File: config.mk
export PLATFORM = sky130hd
export DESIGN_NAME = spi_controller_flat
export DESIGN_NICKNAME = d
export VERILOG_FILES = /design/src/rtl/spi_pkg.sv /design/src/rtl/spi_controller_if.sv /design/src/rtl/spi_phase_timer.sv /design/src/rtl/spi_controller.sv /design/src/flat_wrapper.sv
export SDC_FILE = /design/constraint.sdc
export NUM_CORES = 1
export LEC_CHECK = 0
export CELL_PAD_IN_SITES_DETAIL_PLACEMENT = 1
export CELL_PAD_IN_SITES_GLOBAL_PLACEMENT = 1
export CORE_UTILIZATION = 46
export DETAILED_ROUTE_END_ITERATION = 10
export GPL_TIMING_DRIVEN = 0
export PLACE_DENSITY = 0.93
export SETUP_SLACK_MARGIN = 0.4
export SLEW_MARGIN = 10
export SYNTH_ARGS = -nofsm -noshare
export SYNTH_HDL_FRONTEND = slang
export SYNTH_SLANG_ARGS = --single-unit
export TNS_END_PERCENT = 100
File: constraint.sdc
create_clock -name clk -period 6.57 [get_ports clk]
set_clock_uncertainty 0.2 [all_clocks]
set_input_delay 1.314 -clock clk [delete_from_list [all_inputs] [get_ports clk]]
set_output_delay 1.314 -clock clk [all_outputs]
set_load 0.005 [all_outputs]
File: src/rtl/spi_pkg.sv
// -----------------------------------------------------------------------------
// spi_pkg
// Shared definitions for the SPI register-write controller and its users:
// frame geometry, peripheral register map, controller state encoding and a
// frame packing helper.
// Frame layout: bit 15 = write flag, bits 14:8 = address, bits 7:0 = data.
// -----------------------------------------------------------------------------
package spi_pkg;

   localparam int FRAME_W = 16;
   localparam int ADDR_W  = 7;
   localparam int DATA_W  = 8;

   // Register map of the on-chip SPI register peripheral.
   localparam logic [ADDR_W-1:0] REG_EN_OUT_7_0  = 7'd0;
   localparam logic [ADDR_W-1:0] REG_EN_OUT_15_8 = 7'd1;
   localparam logic [ADDR_W-1:0] REG_EN_PWM_7_0  = 7'd2;
   localparam logic [ADDR_W-1:0] REG_EN_PWM_15_8 = 7'd3;
   localparam logic [ADDR_W-1:0] REG_PWM_DUTY    = 7'd4;
   localparam logic [ADDR_W-1:0] MAX_ADDRESS     = 7'd4;

   typedef enum logic [2:0] {
      ST_IDLE,
      ST_SETUP,
      ST_SHIFT_HI,
      ST_SHIFT_LO,
      ST_HOLD,
      ST_GAP
   } state_t;

   function automatic logic [FRAME_W-1:0] pack_frame(input logic              wr,
                                                     input logic [ADDR_W-1:0] addr,
                                                     input logic [DATA_W-1:0] data);
      return {wr, addr, data};
   endfunction

endpackage

File: src/rtl/spi_controller_if.sv
// -----------------------------------------------------------------------------
// spi_controller_if
// Request handshake plus SPI pins of the SPI write controller.
//   start/wr/addr/wdata : frame request from the user logic
//   busy/done           : frame status back to the user logic
//   nCS/SCLK/COPI       : SPI pins towards the register peripheral
//   CIPO/rdata          : read-back path, only with SPI_CONTROLLER_CIPO_EN
// Modports: master = the controller (SPI bus master), slave = the side that
// issues requests and hosts the peripheral pins.
// -----------------------------------------------------------------------------
interface spi_controller_if;
   import spi_pkg::*;

   logic              start;
   logic              wr;
   logic [ADDR_W-1:0] addr;
   logic [DATA_W-1:0] wdata;
   logic              busy;
   logic              done;
   logic              nCS;
   logic              SCLK;
   logic              COPI;
`ifdef SPI_CONTROLLER_CIPO_EN
   logic               CIPO;
   logic [FRAME_W-1:0] rdata;
`endif

   modport master (
      input  start, wr, addr, wdata,
`ifdef SPI_CONTROLLER_CIPO_EN
      input  CIPO,
      output rdata,
`endif
      output busy, done, nCS, SCLK, COPI
   );

   modport slave (
      output start, wr, addr, wdata,
`ifdef SPI_CONTROLLER_CIPO_EN
      output CIPO,
      input  rdata,
`endif
      input  busy, done, nCS, SCLK, COPI
   );

endinterface

File: src/rtl/spi_phase_timer.sv
// -----------------------------------------------------------------------------
// spi_phase_timer
// Down-counter that times one controller phase. Loading N-1 makes expire_o
// assert in the N-th cycle after the load; the counter then parks at zero
// (no wrap) and goes inactive unless it is reloaded in that same cycle.
// Ports:
//   clk, rst_n   : clock, asynchronous active-low reset
//   load_i       : start a new interval
//   load_val_i   : interval length minus one
//   expire_o     : last cycle of the current interval
// -----------------------------------------------------------------------------
module spi_phase_timer #(
   parameter int W = 4
) (
   input  logic         clk,
   input  logic         rst_n,
   input  logic         load_i,
   input  logic [W-1:0] load_val_i,
   output logic         expire_o
);

   logic [W-1:0] cnt_q;
   logic         active_q;

   // NOTE: sequential state uses non-blocking assignments so every register
   // samples its inputs from the same edge, independent of block ordering.
   always_ff @(posedge clk or negedge rst_n) begin
      if (!rst_n) begin
         cnt_q    <= '0;
         active_q <= 1'b0;
      end else if (load_i) begin
         cnt_q    <= load_val_i;
         active_q <= 1'b1;
      end else if (cnt_q != '0) begin
         cnt_q <= cnt_q - 1'b1;
      end else begin
         active_q <= 1'b0;
      end
   end

   assign expire_o = active_q && (cnt_q == '0);

endmodule

File: src/rtl/spi_controller.sv
// -----------------------------------------------------------------------------
// spi_controller
// SPI mode-0, MSB-first write controller. Serialises 16-bit register-write
// frames {wr, addr[6:0], wdata[7:0]} onto nCS/SCLK/COPI, then keeps nCS high
// for GAP_CYCLES before signalling done. All pin and status outputs are
// registered.
// Parameters:
//   CLK_DIV    : SCLK half-period in clk cycles (2..255)
//   GAP_CYCLES : nCS-high cycles after a frame before done (4..255)
// Ports:
//   clk, rst_n : system clock, asynchronous active-low reset
//   bus        : spi_controller_if.master (request, status and SPI pins)
// Optional feature macro SPI_CONTROLLER_CIPO_EN: samples CIPO on every SCLK
// rising edge and presents the 16 captured bits on rdata in the done cycle.
// -----------------------------------------------------------------------------
module spi_controller
   import spi_pkg::*;
#(
   parameter int CLK_DIV    = 4,
   parameter int GAP_CYCLES = 8
) (
   input  logic              clk,
   input  logic              rst_n,
   spi_controller_if.master  bus
);

   localparam int MAX_PHASE = (CLK_DIV > GAP_CYCLES) ? CLK_DIV : GAP_CYCLES;
   localparam int CNT_W     = $clog2(MAX_PHASE + 1);

   state_t             state_q;
   logic [FRAME_W-1:0] shreg_q;
   logic [4:0]         bits_q;
   logic               ncs_q;
   logic               sclk_q;
   logic               copi_q;
   logic               busy_q;
   logic               done_q;
`ifdef SPI_CONTROLLER_CIPO_EN
   logic [FRAME_W-1:0] rx_q;
   logic [FRAME_W-1:0] rdata_q;
`endif

   logic             tmr_load;
   logic [CNT_W-1:0] tmr_val;
   logic             tmr_expire;

   // Every phase except GAP reloads the timer on its own expiry, so the next
   // phase length is known from the current state alone.
   // NOTE: every always_comb output gets a default first so no path leaves it
   // unassigned and no latch is inferred.
   always_comb begin
      tmr_load = 1'b0;
      tmr_val  = CNT_W'(CLK_DIV - 1);
      if (state_q == ST_IDLE) begin
         tmr_load = bus.start;
      end else if (state_q != ST_GAP) begin
         tmr_load = tmr_expire;
      end
      if (state_q == ST_HOLD) begin
         tmr_val = CNT_W'(GAP_CYCLES - 1);
      end
   end

   spi_phase_timer #(
      .W (CNT_W)
   ) u_timer (
      .clk        (clk),
      .rst_n      (rst_n),
      .load_i     (tmr_load),
      .load_val_i (tmr_val),
      .expire_o   (tmr_expire)
   );

   always_ff @(posedge clk or negedge rst_n) begin
      if (!rst_n) begin
         state_q <= ST_IDLE;
         shreg_q <= '0;
         bits_q  <= '0;
         ncs_q   <= 1'b1;
         sclk_q  <= 1'b0;
         copi_q  <= 1'b0;
         busy_q  <= 1'b0;
         done_q  <= 1'b0;
`ifdef SPI_CONTROLLER_CIPO_EN
         rx_q    <= '0;
         rdata_q <= '0;
`endif
      end else begin
         done_q <= 1'b0;
         unique case (state_q)
            ST_IDLE: begin
               // Request fields are captured once here; later changes are ignored.
               if (bus.start) begin
                  shreg_q <= pack_frame(bus.wr, bus.addr, bus.wdata);
                  bits_q  <= 5'(FRAME_W);
                  ncs_q   <= 1'b0;
                  copi_q  <= bus.wr;
                  busy_q  <= 1'b1;
                  state_q <= ST_SETUP;
               end
            end
            ST_SETUP: begin
               if (tmr_expire) begin
                  sclk_q  <= 1'b1;
`ifdef SPI_CONTROLLER_CIPO_EN
                  rx_q    <= {rx_q[FRAME_W-2:0], bus.CIPO};
`endif
                  state_q <= ST_SHIFT_HI;
               end
            end
            ST_SHIFT_HI: begin
               if (tmr_expire) begin
                  sclk_q <= 1'b0;
                  bits_q <= bits_q - 5'd1;
                  if (bits_q == 5'd1) begin
                     // Last bit stays on COPI through HOLD.
                     state_q <= ST_HOLD;
                  end else begin
                     shreg_q <= {shreg_q[FRAME_W-2:0], 1'b0};
                     copi_q  <= shreg_q[FRAME_W-2];
                     state_q <= ST_SHIFT_LO;
                  end
               end
            end
            ST_SHIFT_LO: begin
               if (tmr_expire) begin
                  sclk_q  <= 1'b1;
`ifdef SPI_CONTROLLER_CIPO_EN
                  rx_q    <= {rx_q[FRAME_W-2:0], bus.CIPO};
`endif
                  state_q <= ST_SHIFT_HI;
               end
            end
            ST_HOLD: begin
               if (tmr_expire) begin
                  ncs_q   <= 1'b1;
                  copi_q  <= 1'b0;
                  state_q <= ST_GAP;
               end
            end
            ST_GAP: begin
               if (tmr_expire) begin
                  busy_q  <= 1'b0;
                  done_q  <= 1'b1;
`ifdef SPI_CONTROLLER_CIPO_EN
                  rdata_q <= rx_q;
`endif
                  state_q <= ST_IDLE;
               end
            end
            default: state_q <= ST_IDLE;
         endcase
      end
   end

   assign bus.nCS  = ncs_q;
   assign bus.SCLK = sclk_q;
   assign bus.COPI = copi_q;
   assign bus.busy = busy_q;
   assign bus.done = done_q;
`ifdef SPI_CONTROLLER_CIPO_EN
   assign bus.rdata = rdata_q;
`endif

endmodule

File: src/flat_wrapper.sv
// flat-port wrapper written by rule: the top's interface ports become plain ports
module spi_controller_flat import spi_pkg::*;
#(
   parameter int CLK_DIV    = 4,
   parameter int GAP_CYCLES = 8
)
  (clk, rst_n, bus_start, bus_wr, bus_addr, bus_wdata, bus_busy, bus_done, bus_nCS, bus_SCLK, bus_COPI);
  spi_controller_if bus_i ();
  input  logic clk;
  input  logic rst_n;
  input wire logic [$bits(bus_i.start)-1:0] bus_start;
  input wire logic [$bits(bus_i.wr)-1:0] bus_wr;
  input wire logic [$bits(bus_i.addr)-1:0] bus_addr;
  input wire logic [$bits(bus_i.wdata)-1:0] bus_wdata;
  output wire logic [$bits(bus_i.busy)-1:0] bus_busy;
  output wire logic [$bits(bus_i.done)-1:0] bus_done;
  output wire logic [$bits(bus_i.nCS)-1:0] bus_nCS;
  output wire logic [$bits(bus_i.SCLK)-1:0] bus_SCLK;
  output wire logic [$bits(bus_i.COPI)-1:0] bus_COPI;
  assign bus_i.start = bus_start;
  assign bus_i.wr = bus_wr;
  assign bus_i.addr = bus_addr;
  assign bus_i.wdata = bus_wdata;
  assign bus_busy = bus_i.busy;
  assign bus_done = bus_i.done;
  assign bus_nCS = bus_i.nCS;
  assign bus_SCLK = bus_i.SCLK;
  assign bus_COPI = bus_i.COPI;
  spi_controller #(.CLK_DIV(CLK_DIV), .GAP_CYCLES(GAP_CYCLES)) u_core (.clk(clk), .rst_n(rst_n), .bus(bus_i));
endmodule
Yosys cells after proc, flatten, opt, wreduce, memory -nomap -nowiden

Cells that the tools add are included.

Order comparisons: 0
Bitwise operators: 0
Equality and inequality tests: 14
Multiply operators: 0
$add $sub $neg: 2
Shift operators: 0
Reductions and logical operators: 18
Muxes and demuxes: 34
Divide/modulo/power cells: 0

Operators by type and width:

| cell                                                                   | number |
|---|---|
| 15-bit two-way mux                                                     | 3 |
| 15-bit case mux with 2 select lines                                    | 1 |
| 3-bit two-way mux                                                      | 7 |
| 3-bit case mux with 5 select lines                                     | 1 |
| 1-bit two-way mux                                                      | 13 |
| 3-bit AND reduction                                                    | 4 |
| 5-bit two-way mux                                                      | 2 |
| 2-bit by 1-bit != test with 1-bit output (second input constant)       | 5 |
| 5-bit case mux with 2 select lines                                     | 1 |
| 5-bit AND reduction                                                    | 2 |
| 2-bit nonzero test                                                     | 5 |
| 4-bit two-way mux                                                      | 2 |
| 3-bit by 2-bit equality test with 1-bit output (second input constant) | 2 |
| 3-bit equality test (second input constant)                            | 2 |
| 1-bit case mux with 2 select lines                                     | 3 |
| 5-bit by 1-bit equality test with 1-bit output (second input constant) | 1 |
| 5-bit by 1-bit subtractor with 5-bit output (second input constant)    | 1 |
| 4-bit zero test                                                        | 1 |
| 2-bit != test (second input constant)                                  | 2 |
| 4-bit AND reduction                                                    | 1 |
| 4-bit nonzero test                                                     | 1 |
| 4-bit by 1-bit subtractor with 4-bit output (second input constant)    | 1 |
| 3-bit by 1-bit equality test with 1-bit output (second input constant) | 1 |
| 3-bit zero test                                                        | 1 |
| other kinds (5)                                                        | 5 |

ROM bits: 0
Flip-flop bits (word level): 33
Memories: 0
Logic and storage cells: 78
Latch bits: 0
Input bits: 19
RAM bits: 0

Logic depth before layout (Yosys ltp)

Depth after elaboration: 5
Mapped depth: 7

Hierarchy

Synthesis repeated with hierarchy kept, for this count alone.

Cells, all modules: 151
Area total of the unflattened synthesis: 1760.4 µm²

By module, submodules not included:

| module          | seq. area each (µm²) | cells each | instances | area an instance (µm²) |
|---|---|---|---|---|
| spi_controller  | 701.9                | 125        | 1         | 1482.7 |
| spi_phase_timer | 125.1                | 26         | 1         | 277.8 |

Least setup slack after synthesis

OpenSTA, ideal clock, no wires.

Path kind: in2reg
Start: input port bus_start
End: register u_core.shreg_q[10]
Buffers on the path: 1
Cell stages on the path: 5
Required time: 6245 ps
Slack: 3887 ps
Arrival time: 2358 ps
Setup time: 125 ps
Cells stage by stage: nor2b_1 nand2_1 a22o_4 buf_6 mux2_4

Word-level cells in the longest chain between the ends: 2

Ends and longest elaborated chain:

| what                          | RTL line              | RTL |
|---|---|---|
| start: declaration            | flat_wrapper.sv:11    | `input wire logic [$bits(bus_i.start)-1:0] bus_start;` |
| 2-bit != test (no line)       | -                     |  |
| 4-bit AND reduction (no line) | -                     |  |
| end signal: assignment        | spi_controller.sv:94  | `shreg_q <= pack_frame(bus.wr, bus.addr, bus.wdata);` |
| end signal: assignment        | spi_controller.sv:119 | `shreg_q <= {shreg_q[FRAME_W-2:0], 1'b0};` |
| end: declaration              | spi_controller.sv:31  | `logic [FRAME_W-1:0] shreg_q;` |

No other way between the ends.
A chain may end at the register's enable or synchronous reset.

Worst setup path in the final report

Start: input port bus_start
End: register u_core.shreg_q[1]

The elaborated chain is that of the path after synthesis.

==> impl_metrics.tcl <==
set metrics [dict create \
    outcome "complete, no violations" \
    path_class "in -> reg" \
    wire_per_inst_um 15.90 \
    tightest_slew_ns 1.106 \
    track_usage_pct 21.02 \
    final_cells 223 \
    viasPerCell 5.332 \
    synth_area_um2 1724 \
    grt_max_degree 34 \
    crit_path_start_kind "input port" \
    chipHeight_um 63.22 \
    total_power_w 0.0003915 \
    placed_area_um2 2007 \
    hold_violations 0 \
    hpwlAfterDp_um 2611 \
    synth.avg_cell_area_um2 11.81 \
    path_clk_slew_ns 0.07 \
    synth_top_cell_by_area "dfrtp_1" \
    grt_pass1_wl_um 6389 \
    drive_gt1_share_pct 27.68 \
    regToRegSetupSlack_ns 3.99 \
    die_w_um 63.22 \
    fin_ws_ns 3.508 \
    clock-sinks 33 \
    placedCellCount 215 \
    overflow 0 \
    cts_resized 0 \
    cp_data_arrival_time_ns 3.04 \
    hold_path_class "reg -> reg" \
    cts_tree "yes" \
    num_io_pins 24 \
    synth_warnings 0 \
    cts_hold_buf 0 \
    nNetsFinal 199 \
    antenna_found_initial 0 \
    area_growth_syn_to_layout_pct 21.63 \
    post-cts-setup-buffer-count 0 \
    place_congestion 0.8087 \
    final_common_cell "dfrtp_1" \
    worst-path-max-fanout 10 \
    cap_violations 0 \
    synth-seq-cells 33 \
    synth_top_area_share_pct 46.44 \
    clock_path_buffers 2 \
    cts_max_level 2 \
    drt_wl_total_um 3545 \
    critPathCaptureType "flop" \
    seq_area_frac_synth_pct 47.97 \
    numCtsBuffers 5 \
    ctsRootBufferMaster "clkbuf_8" \
    drtPass1Iterations 4 \
    syn_inst 146 \
    drc 0 \
    fin_tns_setup_ns 0 \
    synth_cell_types 38 \
    coreArea_um2 3468 \
    finalSetupViolations 0 \
    power_density_nw_per_um2 186.7 \
    layout_common_cells "32 x dfrtp_1, 22 x clkdlybuf4s50_1, 20 x mux2_2" \
    dp_slack_ns 3.202 \
    async_flop_share_pct 100.0 \
    num_vias 1189 \
    synth_edf_count 0 \
    num_antenna_cells 0 \
    irDropWorstVdd_mv 0.1599 \
    holdPathStages 2 \
    fin_crit_ns 3.062 \
    synth_area_leaders "dfrtp_1 46%, mux2_2 13%, mux2_4 7.8%" \
    drv_slew 0 \
    clk_latency_ns 0.29 \
    start_util_pct 49.71 \
    dieArea_um2 3997 \
    initialDrtViolationCount 35 \
    drtAntennaViolNets 0 \
    required_ns 6.54 \
    p_leak_nw 1.010 \
    finalInstanceArea_um2 2097 \
    r2r_cells 6 \
    clock.fmax_mhz 326.6 \
    fin_crit_sh_pct 46.61 \
    port_buffers 23 \
    relSlewSlack_pct 25.25 \
    synthFlopType "dfrtp_1" \
    grt_pass1_vias 1380 \
    rsz0062_at_grt "no" \
    synth_nets 169 \
    rows 21 \
]
area by class of cell:
type,count,area [um2]
multi-input cells,98,824.5
inverters,8,30.03
clock buffers,8,90.09
fillers,377,1371
well taps,46,57.56
plain buffers,7,42.54
repair buffers,23,225.2
flip-flops and latches,33,827.0
synth_stat cells, types with 2 or more instances:
cell type	number
xor2_1	3
nor2b_1	2
nand3_1	6
mux2_2	20
nand2b_1	2
mux2_4	9
nand2_1	8
inv_1	8
buf_2	4
a21oi_1	6
dfrtp_1	32
nor3_1	2
nor2_1	7
ha_1	4
or3b_2	2
a2bb2oi_1	2
o21ai_0	8
worst paths after layout:
check	from	to
max reg2reg	u_core.bits_q[1]	u_core.shreg_q[1]
max	bus_start	u_core.shreg_q[1]
max in group asynchronous	rst_n	u_core.shreg_q[7]
min in group asynchronous	rst_n	u_core.u_timer.cnt_q[0]
min reg2reg	u_core.bus.nCS	u_core.bus.nCS
min	u_core.bus.nCS	u_core.bus.nCS
critical path, stage by stage:
cell and delay [ns]:
clkdlybuf4s50_1 0.49, nor2b_1 0.17, nand2_1 0.23, a22o_4 0.36, buf_6 0.16, mux2_4 0.30
layer usage:
| metal | share of wire (%) | global-route usage [%] |
|---|---|---|
| met1 | 43 | 24.83 |
| met2 | 51 | 35.35 |
| met3 | 3.3 | 3.986 |
| met4 | 3.2 | 12.50 |
| met5 | 0 | 0 |
stage by stage:
| step | util, % | hold slack (ns) |
|---|---|---|
| floorplan | - | 0.2505 |
| global placement | 58.01 | 0.2485 |
| detailed placement | 57.86 | 0.2506 |
| CTS | 60.46 | 0.2616 |
| global route | 60.46 | 0.3038 |
| finish | 60.46 | 0.2585 |
logic make-up (layout without fill, tap and decap cells):
logic type	after synthesis	count (layout)	share of synthesized area, %
flip-flops	33	33	47.97
multiplexers	30	30	21.48
XOR/XNOR	4	4	2.032
adder cells (fa/ha/maj)	4	4	2.903
buffers and inverters	15	46	4.209
AO/OA/AOI/OAI	23	23	8.927
AND/OR/NAND/NOR	37	37	12.48
power breakdown:
group          leakage [nW]  internal, W  total [W]  switching, W
combinational         0.567    0.0000159  0.0000234    0.00000752
clock                0.0455    0.0000854   0.000159     0.0000740
sequential            0.397     0.000207   0.000209    0.00000195
total                  1.01     0.000308   0.000392     0.0000835
flip-flops by register name, indices dropped and copies added, names as in the netlist:
name	count
u_core.bits_q	5
u_core.bus.COPI	1
u_core.bus.SCLK	1
u_core.bus.busy	1
u_core.bus.done	1
u_core.bus.nCS	1
u_core.shreg_q	15
u_core.state_q	3
u_core.u_timer.active_q	1
u_core.u_timer.cnt_q	4
Note: power is estimated with default switching activity, not from simulation.
